==> src/rtl/dm_load_store_unit_if.sv <==
// ---------------------------------------------------------------------------
// dm_load_store_unit_if
//
// Bundles the signals between the load/store unit, the core MEM stage and
// Data_Memory into one interface.
//
//   Core request : req_valid, req_ready, req_we, req_size, req_unsigned,
//                  req_addr, req_wdata
//   Core response: rsp_valid, rsp_rdata, rsp_err
//   Memory side  : RW, EN, ADDr, Din (LSU -> memory), Dout (memory -> LSU)
//
// Modports:
//   slave  - the load/store unit itself.
//   master - the environment around it (core MEM stage plus Data_Memory).
// ---------------------------------------------------------------------------
interface dm_load_store_unit_if #(
    parameter int ADDR_W = 32,
    parameter int DATA_W = 32
);
    logic              req_valid;
    logic              req_ready;
    logic              req_we;
    logic [1:0]        req_size;
    logic              req_unsigned;
    logic [ADDR_W-1:0] req_addr;
    logic [DATA_W-1:0] req_wdata;

    logic              rsp_valid;
    logic [DATA_W-1:0] rsp_rdata;
    logic              rsp_err;

    logic              RW;
    logic              EN;
    logic [ADDR_W-1:0] ADDr;
    logic [DATA_W-1:0] Din;
    logic [DATA_W-1:0] Dout;

    modport slave (
        input  req_valid, req_we, req_size, req_unsigned, req_addr, req_wdata, Dout,
        output req_ready, rsp_valid, rsp_rdata, rsp_err, RW, EN, ADDr, Din
    );

    modport master (
        output req_valid, req_we, req_size, req_unsigned, req_addr, req_wdata, Dout,
        input  req_ready, rsp_valid, rsp_rdata, rsp_err, RW, EN, ADDr, Din
    );
endinterface

==> src/rtl/dm_load_store_unit.sv <==
// ---------------------------------------------------------------------------
// dm_load_store_unit
//
// Initiator-side controller between the RISC-V MEM stage and Data_Memory.
// Accepts one byte/half/word load or store at a time, performs load
// extraction with sign/zero extension, and does read-modify-write for
// sub-word stores (Data_Memory only writes whole words).
//
// Ports:
//   CLK  - system clock, rising edge
//   RST  - asynchronous active-high reset
//   bus  - dm_load_store_unit_if.slave: core request/response plus the
//          Data_Memory RW/EN/ADDr/Din/Dout signals
//
// Optional feature, macro MISALIGN_TRAP_EN:
//   defined   - misaligned half/word accesses go straight to the response
//               with rsp_err=1 and never touch memory.
//   undefined - the low address bits are forced aligned, the access is
//               performed normally and rsp_err is always 0.
// ---------------------------------------------------------------------------
module dm_load_store_unit #(
    parameter int ADDR_W = 32,
    parameter int DATA_W = 32
) (
    input  logic                    CLK,
    input  logic                    RST,
    dm_load_store_unit_if.slave     bus
);

    typedef enum logic [2:0] {
        IDLE    = 3'd0,
        RD      = 3'd1,
        RD_WAIT = 3'd2,
        WR      = 3'd3,
        RESP    = 3'd4
    } state_t;

    state_t            state_q, state_d;

    // Latched request fields (pure data, not reset)
    logic              we_q;
    logic [1:0]        size_q;
    logic              uns_q;
    logic [1:0]        lane_q;
    logic [15:0]       wdata_q;

    // Registered outputs
    logic [ADDR_W-1:0] addr_q;
    logic [DATA_W-1:0] merge_q;
    logic [DATA_W-1:0] rdata_q;
    logic              err_q;

    logic              accept;
    logic              trap;
    logic [1:0]        lane_in;

    // Byte/half/word extraction from a little-endian memory word.
    function automatic logic [DATA_W-1:0] load_extract(
        input logic [DATA_W-1:0] word,
        input logic [1:0]        size,
        input logic [1:0]        lane,
        input logic              uns
    );
        logic signed [7:0]  b;
        logic signed [15:0] h;
        b = word[{lane, 3'b000} +: 8];
        h = word[{lane[1], 4'b0000} +: 16];
        if (size == 2'b00)
            load_extract = uns ? DATA_W'(unsigned'(b)) : DATA_W'(b);
        else if (size == 2'b01)
            load_extract = uns ? DATA_W'(unsigned'(h)) : DATA_W'(h);
        else
            load_extract = word;
    endfunction

    // Insert the store lane(s) into the word read back from memory.
    function automatic logic [DATA_W-1:0] store_merge(
        input logic [DATA_W-1:0] old,
        input logic [15:0]       wdata,
        input logic [1:0]        size,
        input logic [1:0]        lane
    );
        store_merge = old;
        if (size == 2'b00)
            store_merge[{lane, 3'b000} +: 8] = wdata[7:0];
        else
            store_merge[{lane[1], 4'b0000} +: 16] = wdata;
    endfunction

    // Lane selection with the low bits forced aligned for half/word; when
    // trapping, the lane of a misaligned request is never used.
    always_comb begin
        lane_in = bus.req_addr[1:0];
        if (bus.req_size == 2'b01)
            lane_in = {bus.req_addr[1], 1'b0};
        else if (bus.req_size[1])
            lane_in = 2'b00;
    end

`ifdef MISALIGN_TRAP_EN
    assign trap = (bus.req_size == 2'b01) ? bus.req_addr[0]
                : (bus.req_size[1] ? (|bus.req_addr[1:0]) : 1'b0);
`else
    assign trap = 1'b0;
`endif

    assign accept = bus.req_valid && (state_q == IDLE);

    // Next state and memory/handshake strobes
    always_comb begin
        state_d       = state_q;
        bus.req_ready = 1'b0;
        bus.EN        = 1'b0;
        bus.RW        = 1'b0;
        bus.rsp_valid = 1'b0;
        case (state_q)
            IDLE: begin
                bus.req_ready = 1'b1;
                if (bus.req_valid) begin
                    if (trap)
                        state_d = RESP;
                    else if (bus.req_we && bus.req_size[1])
                        state_d = WR;
                    else
                        state_d = RD;
                end
            end
            RD: begin
                bus.EN  = 1'b1;
                state_d = RD_WAIT;
            end
            RD_WAIT: state_d = we_q ? WR : RESP;
            WR: begin
                bus.EN  = 1'b1;
                bus.RW  = 1'b1;
                state_d = RESP;
            end
            RESP: begin
                bus.rsp_valid = 1'b1;
                state_d       = IDLE;
            end
            default: state_d = IDLE;
        endcase
    end

    assign bus.ADDr      = addr_q;
    assign bus.Din       = merge_q;
    assign bus.rsp_rdata = rdata_q;
    assign bus.rsp_err   = err_q;

    // Control state and registered outputs
    always_ff @(posedge CLK or posedge RST) begin
        if (RST) begin
            state_q <= IDLE;
            addr_q  <= '0;
            merge_q <= '0;
            rdata_q <= '0;
            err_q   <= 1'b0;
        end else begin
            state_q <= state_d;
            if (accept) begin
                addr_q <= {2'b00, bus.req_addr[ADDR_W-1:2]};
                // Word stores skip the read, so the write word is known now.
                if (bus.req_we && bus.req_size[1])
                    merge_q <= bus.req_wdata;
            end
            case (state_q)
                IDLE: begin
                    if (accept && trap) begin
                        rdata_q <= '0;
                        err_q   <= 1'b1;
                    end
                end
                RD_WAIT: begin
                    if (we_q) begin
                        merge_q <= store_merge(bus.Dout, wdata_q, size_q, lane_q);
                    end else begin
                        rdata_q <= load_extract(bus.Dout, size_q, lane_q, uns_q);
                        err_q   <= 1'b0;
                    end
                end
                WR: begin
                    rdata_q <= '0;
                    err_q   <= 1'b0;
                end
                default: ;
            endcase
        end
    end

    // Request capture
    always_ff @(posedge CLK) begin
        if (accept) begin
            we_q    <= bus.req_we;
            size_q  <= bus.req_size;
            uns_q   <= bus.req_unsigned;
            lane_q  <= lane_in;
            wdata_q <= bus.req_wdata[15:0];
        end
    end

endmodule

==> src/flat_wrapper.sv <==
// flat-port wrapper written by rule: the top's interface ports become plain ports
module dm_load_store_unit_flat 
#(
    parameter int ADDR_W = 32,
    parameter int DATA_W = 32
)
  (CLK, RST, bus_req_valid, bus_req_we, bus_req_size, bus_req_unsigned, bus_req_addr, bus_req_wdata, bus_Dout, bus_req_ready, bus_rsp_valid, bus_rsp_rdata, bus_rsp_err, bus_RW, bus_EN, bus_ADDr, bus_Din);
  dm_load_store_unit_if #(.ADDR_W(ADDR_W), .DATA_W(DATA_W)) bus_i ();
  input  logic CLK;
  input  logic RST;
  input wire logic [$bits(bus_i.req_valid)-1:0] bus_req_valid;
  input wire logic [$bits(bus_i.req_we)-1:0] bus_req_we;
  input wire logic [$bits(bus_i.req_size)-1:0] bus_req_size;
  input wire logic [$bits(bus_i.req_unsigned)-1:0] bus_req_unsigned;
  input wire logic [$bits(bus_i.req_addr)-1:0] bus_req_addr;
  input wire logic [$bits(bus_i.req_wdata)-1:0] bus_req_wdata;
  input wire logic [$bits(bus_i.Dout)-1:0] bus_Dout;
  output wire logic [$bits(bus_i.req_ready)-1:0] bus_req_ready;
  output wire logic [$bits(bus_i.rsp_valid)-1:0] bus_rsp_valid;
  output wire logic [$bits(bus_i.rsp_rdata)-1:0] bus_rsp_rdata;
  output wire logic [$bits(bus_i.rsp_err)-1:0] bus_rsp_err;
  output wire logic [$bits(bus_i.RW)-1:0] bus_RW;
  output wire logic [$bits(bus_i.EN)-1:0] bus_EN;
  output wire logic [$bits(bus_i.ADDr)-1:0] bus_ADDr;
  output wire logic [$bits(bus_i.Din)-1:0] bus_Din;
  assign bus_i.req_valid = bus_req_valid;
  assign bus_i.req_we = bus_req_we;
  assign bus_i.req_size = bus_req_size;
  assign bus_i.req_unsigned = bus_req_unsigned;
  assign bus_i.req_addr = bus_req_addr;
  assign bus_i.req_wdata = bus_req_wdata;
  assign bus_i.Dout = bus_Dout;
  assign bus_req_ready = bus_i.req_ready;
  assign bus_rsp_valid = bus_i.rsp_valid;
  assign bus_rsp_rdata = bus_i.rsp_rdata;
  assign bus_rsp_err = bus_i.rsp_err;
  assign bus_RW = bus_i.RW;
  assign bus_EN = bus_i.EN;
  assign bus_ADDr = bus_i.ADDr;
  assign bus_Din = bus_i.Din;
  dm_load_store_unit #(.ADDR_W(ADDR_W), .DATA_W(DATA_W)) u_core (.CLK(CLK), .RST(RST), .bus(bus_i));
endmodule
==> config.mk <==
export PLATFORM = sky130hd
export DESIGN_NAME = dm_load_store_unit_flat
export DESIGN_NICKNAME = d
export VERILOG_FILES = /design/src/rtl/dm_load_store_unit_if.sv /design/src/rtl/dm_load_store_unit.sv /design/src/flat_wrapper.sv
export SDC_FILE = /design/constraint.sdc
export NUM_CORES = 1
export LEC_CHECK = 0
export BUFFER_PORTS_ARGS = -buffer_cell sky130_fd_sc_hd__buf_2
export CORE_MARGIN = 3
export CORE_UTILIZATION = 51
export CTS_CLUSTER_SIZE = 28
export DETAILED_ROUTE_END_ITERATION = 10
export PLACE_DENSITY = 0.81
export SLEW_MARGIN = 20
export SYNTH_ARGS = -nofsm -noshare
export SYNTH_HDL_FRONTEND = slang
export SYNTH_SLANG_ARGS = --single-unit
export TNS_END_PERCENT = 10
==> constraint.sdc <==
create_clock -name CLK -period 3.41 [get_ports CLK]
set_clock_uncertainty 0.15 [all_clocks]
set_input_delay 0.341 -clock CLK [delete_from_list [all_inputs] [get_ports CLK]]
set_output_delay 0.341 -clock CLK [all_outputs]
set_load 0.01 [all_outputs]
==> results of run 1 <==
[kinds of logic (layout without fill, tap and decap cells)]
family                     count (synthesis)  count (layout)  share of synthesized area, %
AOI/OAI and AO/OA                        141             141                          17.4
adders and majority gates                  5               5                          1.03
buffers and inverters                     73             298                          5.28
DFF                                      119             119                          50.9
muxes                                     58              58                          10.2
other                                      1               3                        0.0618
and+or+nand+nor                          197             197                          15.2
[cells in the mapped netlist (all sizes together), types with 2 or more instances]
cell    number  area share [%]
a21oi       22             1.8
a221oi      18             2.9
a22o         9             1.3
a31oi       31             3.2
a32o         7             1.2
and2         3            0.31
buf         17             1.8
clkbuf      35             2.2
dfrtp       97              40
edfxtp      22              11
ha           5             1.0
inv         21             1.3
mux2        30             5.6
mux2i       28             4.6
nand2      130             8.0
nand2b       2            0.21
nand3       18             1.7
nand3b       8            0.99
nor2         4            0.25
nor2b       18             1.9
nor3         4            0.41
nor3b        2            0.33
o211ai      15             1.9
o21ai       20             2.3
o221ai      15             2.2
[area by class of cell]
type / count / area [µm²]
flip-flops and latches: 119 / 3090
inverters: 21 / 81.3
multi-input cells: 404 / 2680
well taps: 143 / 179
fillers: 858 / 3500
repair buffers: 245 / 1430
clock buffers: 18 / 429
clock inverters: 14 / 128
[metal layers]
metal	track usage, %	part of all wire, %	vias to the layer above
met5	0	0	-
met4	12.0	3.2	0
met3	9.42	10	52
met2	51.7	49	393
met1	38.5	38	2778
li1	-	-	2572
[state kept, by name (all words and copies together) (netlist names)]
name / flops
u_core.bus.rsp_rdata: 32
u_core.lane_q: 2
u_core.state_q: 3
u_core.we_q: 1
u_core.uns_q: 1
u_core.size_q: 2
u_core.bus.ADDr: 30
u_core.bus.Din: 32
u_core.wdata_q: 16
[critical path: cells and delay by family, from the launching register on]
family | cells | cell delay, ns
AOI/OAI and AO/OA | 2 | 0.45
buffers and inverters | 1 | 0.29
DFF | 1 | 0.70
muxes | 1 | 0.66
and+or+nand+nor | 1 | 0.50
[final timing paths]
check	startpoint	endpoint	cells after the start
max	u_core.size_q[1]	u_core.bus.Din[3]	5
min	bus_req_addr[31]	u_core.bus.ADDr[29]	2
max reg2reg	u_core.size_q[1]	u_core.bus.Din[3]	5
min reg2reg	u_core.bus.rsp_rdata[24]	u_core.bus.rsp_rdata[24]	2
max in group asynchronous	RST	u_core.bus.rsp_rdata[10]	4
min in group asynchronous	RST	u_core.bus.ADDr[4]	3
[cell usage in the layout, fill, tap and decap left out, types with 4 or more instances in the layout]
master and n:
o21ai_0 4, a21oi_1 22, nand3b_1 8, a221oi_1 17
a32o_1 7, edfxtp_1 22, clkbuf_16 17, inv_1 20
nor2_1 4, nor2b_1 18, o21ai_2 10, dlygate4sd3_1 35
buf_4 10, nand3_1 17, o21ai_1 6, mux2i_1 28
a22o_1 9, clkinvlp_4 4, nand2_1 130, o221ai_1 15
dfrtp_1 97, ha_1 5, o211ai_1 15, a31oi_1 31
mux2_2 30, buf_2 200
[metrics by stage]
| stage | setup slack, ns | power [mW] | std cells | cell area [µm²] |
|---|---|---|---|---|
| 2_1_floorplan | 0.385 | 4.11 | 596 | 6080 |
| 3_3_place_gp | 0.964 | 5.02 | 897 | 7110 |
| 3_5_place_dp | 0.661 | 5.14 | 897 | 7110 |
| 4_1_cts | 0.615 | 6.89 | 961 | 7980 |
| 5_1_grt | 0.418 | 7.31 | 964 | 8010 |
| 6_report | 0.567 | 6.95 | 964 | 8010 |
[power groups by stage]
| stage | sequential [mW] | clock (mW) | combinational [mW] |
|---|---|---|---|
| 2_1_floorplan | 2.66 | 0 | 1.45 |
| 3_3_place_gp | 2.49 | 0 | 2.52 |
| 3_5_place_dp | 2.52 | 0 | 2.63 |
| 4_1_cts | 2.51 | 1.70 | 2.68 |
| 5_1_grt | 2.59 | 1.78 | 2.94 |
| 6_report | 2.54 | 1.70 | 2.70 |
[repair_timing]
item | in CTS | in global routing
buffers inserted | 0 | 0
hold buffers | 32 | 3
endpoints found under the hold margin | 59 | 3
resized for setup | 0 | 0
==> key figures, run 1 <==
Setup path
  – CP required: 3.59 ns
  – Crit path DAT: 3.02 ns
  – CP max stage cell: edfxtp_1
  – CP Capture Type: flip-flop
  – Critical Path, Cell by Cell: nor2_1 -> buf_4 -> mux2i_1 -> a221oi_1 -> a31oi_1
  – Critical path class: reg -> reg
  – Worst-path fanout max: 25
  – Crit path largest cell delay: 0.70 ns
  – Worst reg-to-reg setup slack: 0.57 ns
  – Worst Setup Start Kind: flip-flop

STA
  – Worst slew margin: 36.8%
  – Endpoints failing setup: 0
  – Slew @ Worst Pin: 0.948 ns
  – Worst hold slack: 0.00633 ns
  – RSZ-0062 raised after global routing: false
  – Final worst path period share: 83.4%
  – Setup_tns: 0 ns
  – F_max: 352 MHz
  – Fin. Hold Viols: 0
  – Pins Over Slew Limit: 0
  – Fin crit period: 2.84 ns

Clock tree
  – Htree depth: 4
  – Sink Count: 119
  – Clk root buf: clkbuf_16
  – Clk slew on worst S/H paths: 0.06 ns
  – CTS buffer count: 17
  – CTS max path bufs: 2
  – Clk_lat worst skew: 0.42 ns
  – CTS tree: done

Die
  – Die area: 13200 µm²
  – Initial Util: 52.7%
  – # IOs: 204
  – Die width: 115 µm
  – Die Y: 115 µm
  – Core area: 11500 µm²
  – Rows: 39

Place
  – Hpwl dp: 14.2 mm
  – Routability cong.: 0.886
  – PortBufs: 200

Final layout
  – Layout cell share with drive strength beyond 1: 35.8%
  – Synth-to-Final Area Change: 32.0%
  – Ant. Diodes: 0
  – Nets: 916
  – Final Util: 69.6%

Detailed routing
  – Residual DRC: 0
  – Via density: 6.01
  – Post-DRT Antenna Nets: 0
  – Vias post-DR: 5795
  – Per-cell routed wire length: 21.3 µm
  – Number of DRC markers in iteration 0: 499
  – Final wirelength: 20.5 mm
  – First drt pass iteration count: 5

GRT
  – GR Overflow Total: 0
  – Largest net degree at the start of global routing: 65
  – Gr usage total: 31.2%
  – First-pass GRT wire length: 31.3 mm
  – Initial antenna violation count: 0
  – Vias in the first global route: 5892

Yosys
  – Top_reg_cell synth: dfrtp_1
  – FFs w/ async S/R, synth: 81.5%
  – Yosys warnings: 0
  – Post-Synthesis Cell Area: 6070 µm²
  – Sequential area share after synthesis: 50.9%
  – Synth unique cells: 47
  – Post-Syn Area per Cell: 10.2 µm²
  – Post-synth EDFFs: 22
  – Post-Syn Instances: 594
  – Synth Register Bits: 119

Outcome
  – Outcome: complete, no violations

Power
  – Clk pwr share: 24.5%
  – Switching power: 2.68 mW
  – Pwr/cell area: 867 nW/µm²
  – LEAKAGE: 3.76 nW
  – Peak supply drop: 0.674 mV
  – Cell Int Power: 4.27 mW
  – Sequential share of power: 36.6%
  – Sw frac: 38.6%
  – Comb power frac: 38.9%

Job
  – Maxcap violations: 0

Min path
  – Hold Crit Class: in -> reg
Power figures use the tool's default switching activity.
==> run 2, diff against run 1 <==
--- a/config.mk
+++ b/config.mk
@@ -5,9 +5,10 @@
 export SDC_FILE = /design/constraint.sdc
 export NUM_CORES = 1
 export LEC_CHECK = 0
+export ABC_AREA = 1
 export BUFFER_PORTS_ARGS = -buffer_cell sky130_fd_sc_hd__buf_2
 export CORE_MARGIN = 3
-export CORE_UTILIZATION = 51
+export CORE_UTILIZATION = 53
 export CTS_CLUSTER_SIZE = 28
 export DETAILED_ROUTE_END_ITERATION = 10
 export PLACE_DENSITY = 0.81
==> constraint.sdc (replaced) <==
create_clock -name CLK -period 2.91 [get_ports CLK]
set_clock_uncertainty 0.15 [all_clocks]
set_input_delay 0.291 -clock CLK [delete_from_list [all_inputs] [get_ports CLK]]
set_output_delay 0.291 -clock CLK [all_outputs]
set_load 0.01 [all_outputs]
==> key figures, run 2 <==
Setup path
  – CP Capture Type: flip-flop (unchanged)
  – CP required: 3.13 ns (was 3.59 ns)
  – Critical path launch point: u_core.lane_q[1] (was u_core.size_q[1])
  – Reg2Reg Depth: 8 (was 5)
  – R2r startpoint: u_core.lane_q[1] (was u_core.size_q[1])
  – Critical path class: reg -> reg (unchanged)
  – Worst Path Buf+Inv: 2 (was 1)
  – Reg-to-reg endpoint: u_core.bus.Din[28] (was u_core.bus.Din[3])
  – Crit path max-delay family: simple AND/OR/NAND/NOR gates (was flip-flops)
  – Crit path top cell by count: nand2_1
  – Critical Path, Cell by Cell: buf_4 -> ha_1 -> clkinv_1 -> nor3_2 -> nand2_1 -> nand2_1 -> nand3_1 -> nand2_1 (was nor2_1 -> buf_4 -> mux2i_1 -> a221oi_1 -> a31oi_1)
  – Crit path DAT: 2.67 ns (was 3.02 ns)
  – Crit path largest cell delay: 0.53 ns (was 0.70 ns)
  – Worst Setup Start Kind: flip-flop (unchanged)
  – CP max stage cell: nor3_2 (was edfxtp_1)
  – Worst reg-to-reg setup slack: 0.46 ns (was 0.57 ns)
  – Worst-path fanout max: 49 (was 25)

GRT
  – Top Usage Layer GRT: met2 (unchanged)
  – Initial antenna violation count: 0 (unchanged)
  – Met2 usage in global routing: 50.3% (was 51.7%)
  – Vias in the first global route: 7321 (was 5892)
  – Largest net degree at the start of global routing: 64 (was 65)
  – GR Overflow Total: 0 (unchanged)
  – GR Util met1: 41.4% (was 38.5%)
  – Gr usage total: 31.3% (was 31.2%)
  – Met3 Use GR: 7.00% (was 9.42%)
  – First-pass GRT wire length: 36.5 mm (was 31.3 mm)

Final layout
  – Final Util: 72.1% (was 69.6%)
  – Ant. Diodes: 0 (unchanged)
  – Nets: 1362 (was 916)
  – Fill count: 1055 (was 858)
  – Multi-input logic area: 3460 µm² (was 2680 µm²)
  – Storage cell area: 3090 µm² (unchanged)
  – Commonest non-fill, non-tap cell in the layout: nand2_1 (was buf_2)
  – Post-layout instance area: 9320 µm² (was 8010 µm²)
  – Most frequent cells in the layout: nand2_1, buf_2, nand3_1 (was buf_2, nand2_1, dfrtp_1)
  – Layout cell share with drive strength beyond 1: 21.5% (was 35.8%)
  – Synth-to-Final Area Change: 29.4% (was 32.0%)

Detailed routing
  – Vias post-DR: 7689 (was 5795)
  – Post-DRT Antenna Nets: 0 (unchanged)
  – First drt pass iteration count: 7 (was 5)
  – Final wirelength: 23.1 mm (was 20.5 mm)
  – Residual DRC: 0 (unchanged)
  – Number of DRC markers in iteration 0: 897 (was 499)
  – Per-cell routed wire length: 16.1 µm (was 21.3 µm)
  – Via density: 5.34 (was 6.01)

Power
  – LEAKAGE: 5.13 nW (was 3.76 nW)
  – Pwr/cell area: 948 nW/µm² (was 867 nW/µm²)
  – Peak supply drop: 0.599 mV (was 0.674 mV)

Min path
  – Hold path start: bus_req_wdata[27] (was bus_req_addr[31])
  – Hold endpoint: u_core.bus.Din[27] (was u_core.bus.ADDr[29])
  – Hold Crit Class: in -> reg (unchanged)
  – WHS Path Cells: 4 (was 2)

Yosys
  – Adder-cell share of the synthesized area: 0.869% (was 1.03%)
  – Post-synth top cells: nand2_1, nand3_1, dfrtp_1, inv_1, nor2_1 (was nand2_1, dfrtp_1, clkbuf_1, a31oi_1, mux2_2)
  – Post-Syn Instances: 1031 (was 594)
  – Top_reg_cell synth: dfrtp_1 (unchanged)
  – Post-Syn Area per Cell: 6.99 µm² (was 10.2 µm²)
  – Yosys warnings: 0 (unchanged)
  – Synth Area in Simple Gates: 40.4% (was 15.2%)
  – Largest family of logic cells by synthesized area: simple AND/OR/NAND/NOR gates (was compound AO/OA/AOI/OAI gates)
  – FFs w/ async S/R, synth: 81.5% (unchanged)
  – Synth Area in Compound Gates: 6.58% (was 17.4%)
  – Synth unique cells: 34 (was 47)
  – Synth top area cells: dfrtp_1, nand2_1, edfxtp_1 (was dfrtp_1, edfxtp_1, nand2_1)
  – Post-Synthesis Cell Area: 7200 µm² (was 6070 µm²)
  – Post-synthesis mux area share: 0% (was 10.2%)
  – Post-synth EDFFs: 22 (unchanged)
  – Synth Register Bits: 119 (unchanged)
  – Count leader, synth: nand2_1 (unchanged)
  – Sequential area share after synthesis: 42.9% (was 50.9%)
  – Post-synthesis xor/xnor area fraction: 0% (unchanged)
  – Synth top area share: 33.7% (was 40.0%)
  – Cell taking the most area after synthesis: dfrtp_1 (unchanged)

Clock tree
  – Clk slew on worst S/H paths: 0.06 ns (about the same)
  – CTS tree: done (unchanged)
  – Clk root buf: clkbuf_16 (unchanged)
  – CTS buffer count: 17 (unchanged)
  – Htree depth: 4 (unchanged)
  – CTS max path bufs: 2 (unchanged)
  – Sink Count: 119 (unchanged)
  – Clk_lat worst skew: 0.43 ns (was 0.42 ns)

STA
  – Endpoints failing setup: 0 (unchanged)
  – Fin crit period: 2.45 ns (was 2.84 ns)
  – RSZ-0062 raised after global routing: false (unchanged)
  – Worst hold slack: 0.0190 ns (was 0.00633 ns)
  – Final worst path period share: 84.2% (was 83.4%)
  – Fin. Hold Viols: 0 (unchanged)
  – Pins Over Slew Limit: 0 (unchanged)
  – F_max: 408 MHz (was 352 MHz)
  – Setup_tns: 0 ns (unchanged)
  – Final worst slack: 0.458 ns (was 0.567 ns)
  – Worst slew margin: 53.7% (was 36.8%)
  – Slew @ Worst Pin: 0.693 ns (was 0.948 ns)

Job
  – Maxcap violations: 0 (unchanged)

Place
  – Placed cell areas: 8210 µm² (was 7110 µm²)
  – Hpwl dp: 15.4 mm (was 14.2 mm)
  – Routability cong.: 0.930 (was 0.886)
  – Worst slack at placement: 0.599 ns (was 0.661 ns)
  – PortBufs: 200 (unchanged)

Outcome
  – Outcome: complete, no violations (unchanged)

Die
  – Die area: 15000 µm² (was 13200 µm²)
  – Die width: 123 µm (was 115 µm)
  – Initial Util: 55.7% (was 52.7%)
  – Rows: 41 (was 39)
  – # IOs: 204 (unchanged)
  – Core area: 12900 µm² (was 11500 µm²)
  – Die Y: 123 µm (was 115 µm)
==> run 2: worst max path at each step <==
stage,endpoint,cells after the start
final,u_core.bus.Din[28],8
after global routing,u_core.bus.Din[18],10
after CTS,u_core.bus.Din[28],8
after detailed placement,u_core.bus.Din[28],8
after global placement,u_core.bus.Din[28],8
after floorplan,u_core.bus.Din[22],11
==> run 2: cell type report <==
class / count / share of cell area [%]
multi-input cells: 770 / 37.2
repair buffers: 265 / 17.4
clock buffers: 21 / 5.40
inverters: 81 / 3.33
flip-flops and latches: 119 / 33.1
well taps: 172 / 2.31
clock inverters: 11 / 1.24
==> run 2: per-layer routing <==
metal	wire, µm	vias to the layer above
met4	671	0
met5	0	-
met1	9830	3529
met2	10900	375
met3	1710	65
li1	-	3720
==> run 2: where the power goes <==
part	total [mW]	internal (mW)	switching [mW]
clock network	2.19	1.40	0.788
registers	2.89	2.45	0.444
logic	3.76	1.35	2.40
total	8.84	5.20	3.64
==> run 2: tightest hold or removal path: stages <==
cell and delay [ns]:
buf_2 0.07, nand3b_1 0.09, nand3_1 0.07, nand2_1 0.05
==> run 2: kinds of logic (layout without fill, tap and decap cells) <==
logic type      count (synthesis)  after routing
compound gates                 87             87
buf+inv                       144            378
simple gates                  675            675
flops                         119            119
other cells                     1              3
fa+ha+maj                       5              5
==> run 2: timing repair <==
action	in CTS	in global routing
hold endpoints to repair	75	0
hold buffers	49	0
setup buffers	0	0
resized for setup	0	0
==> run 2: stage by stage <==
step / total power [mW] / std cells
2_1_floorplan: 5.29 / 1033
3_3_place_gp: 6.46 / 1358
3_5_place_dp: 6.53 / 1358
4_1_cts: 8.80 / 1439
5_1_grt: 9.52 / 1439
6_report: 8.84 / 1439
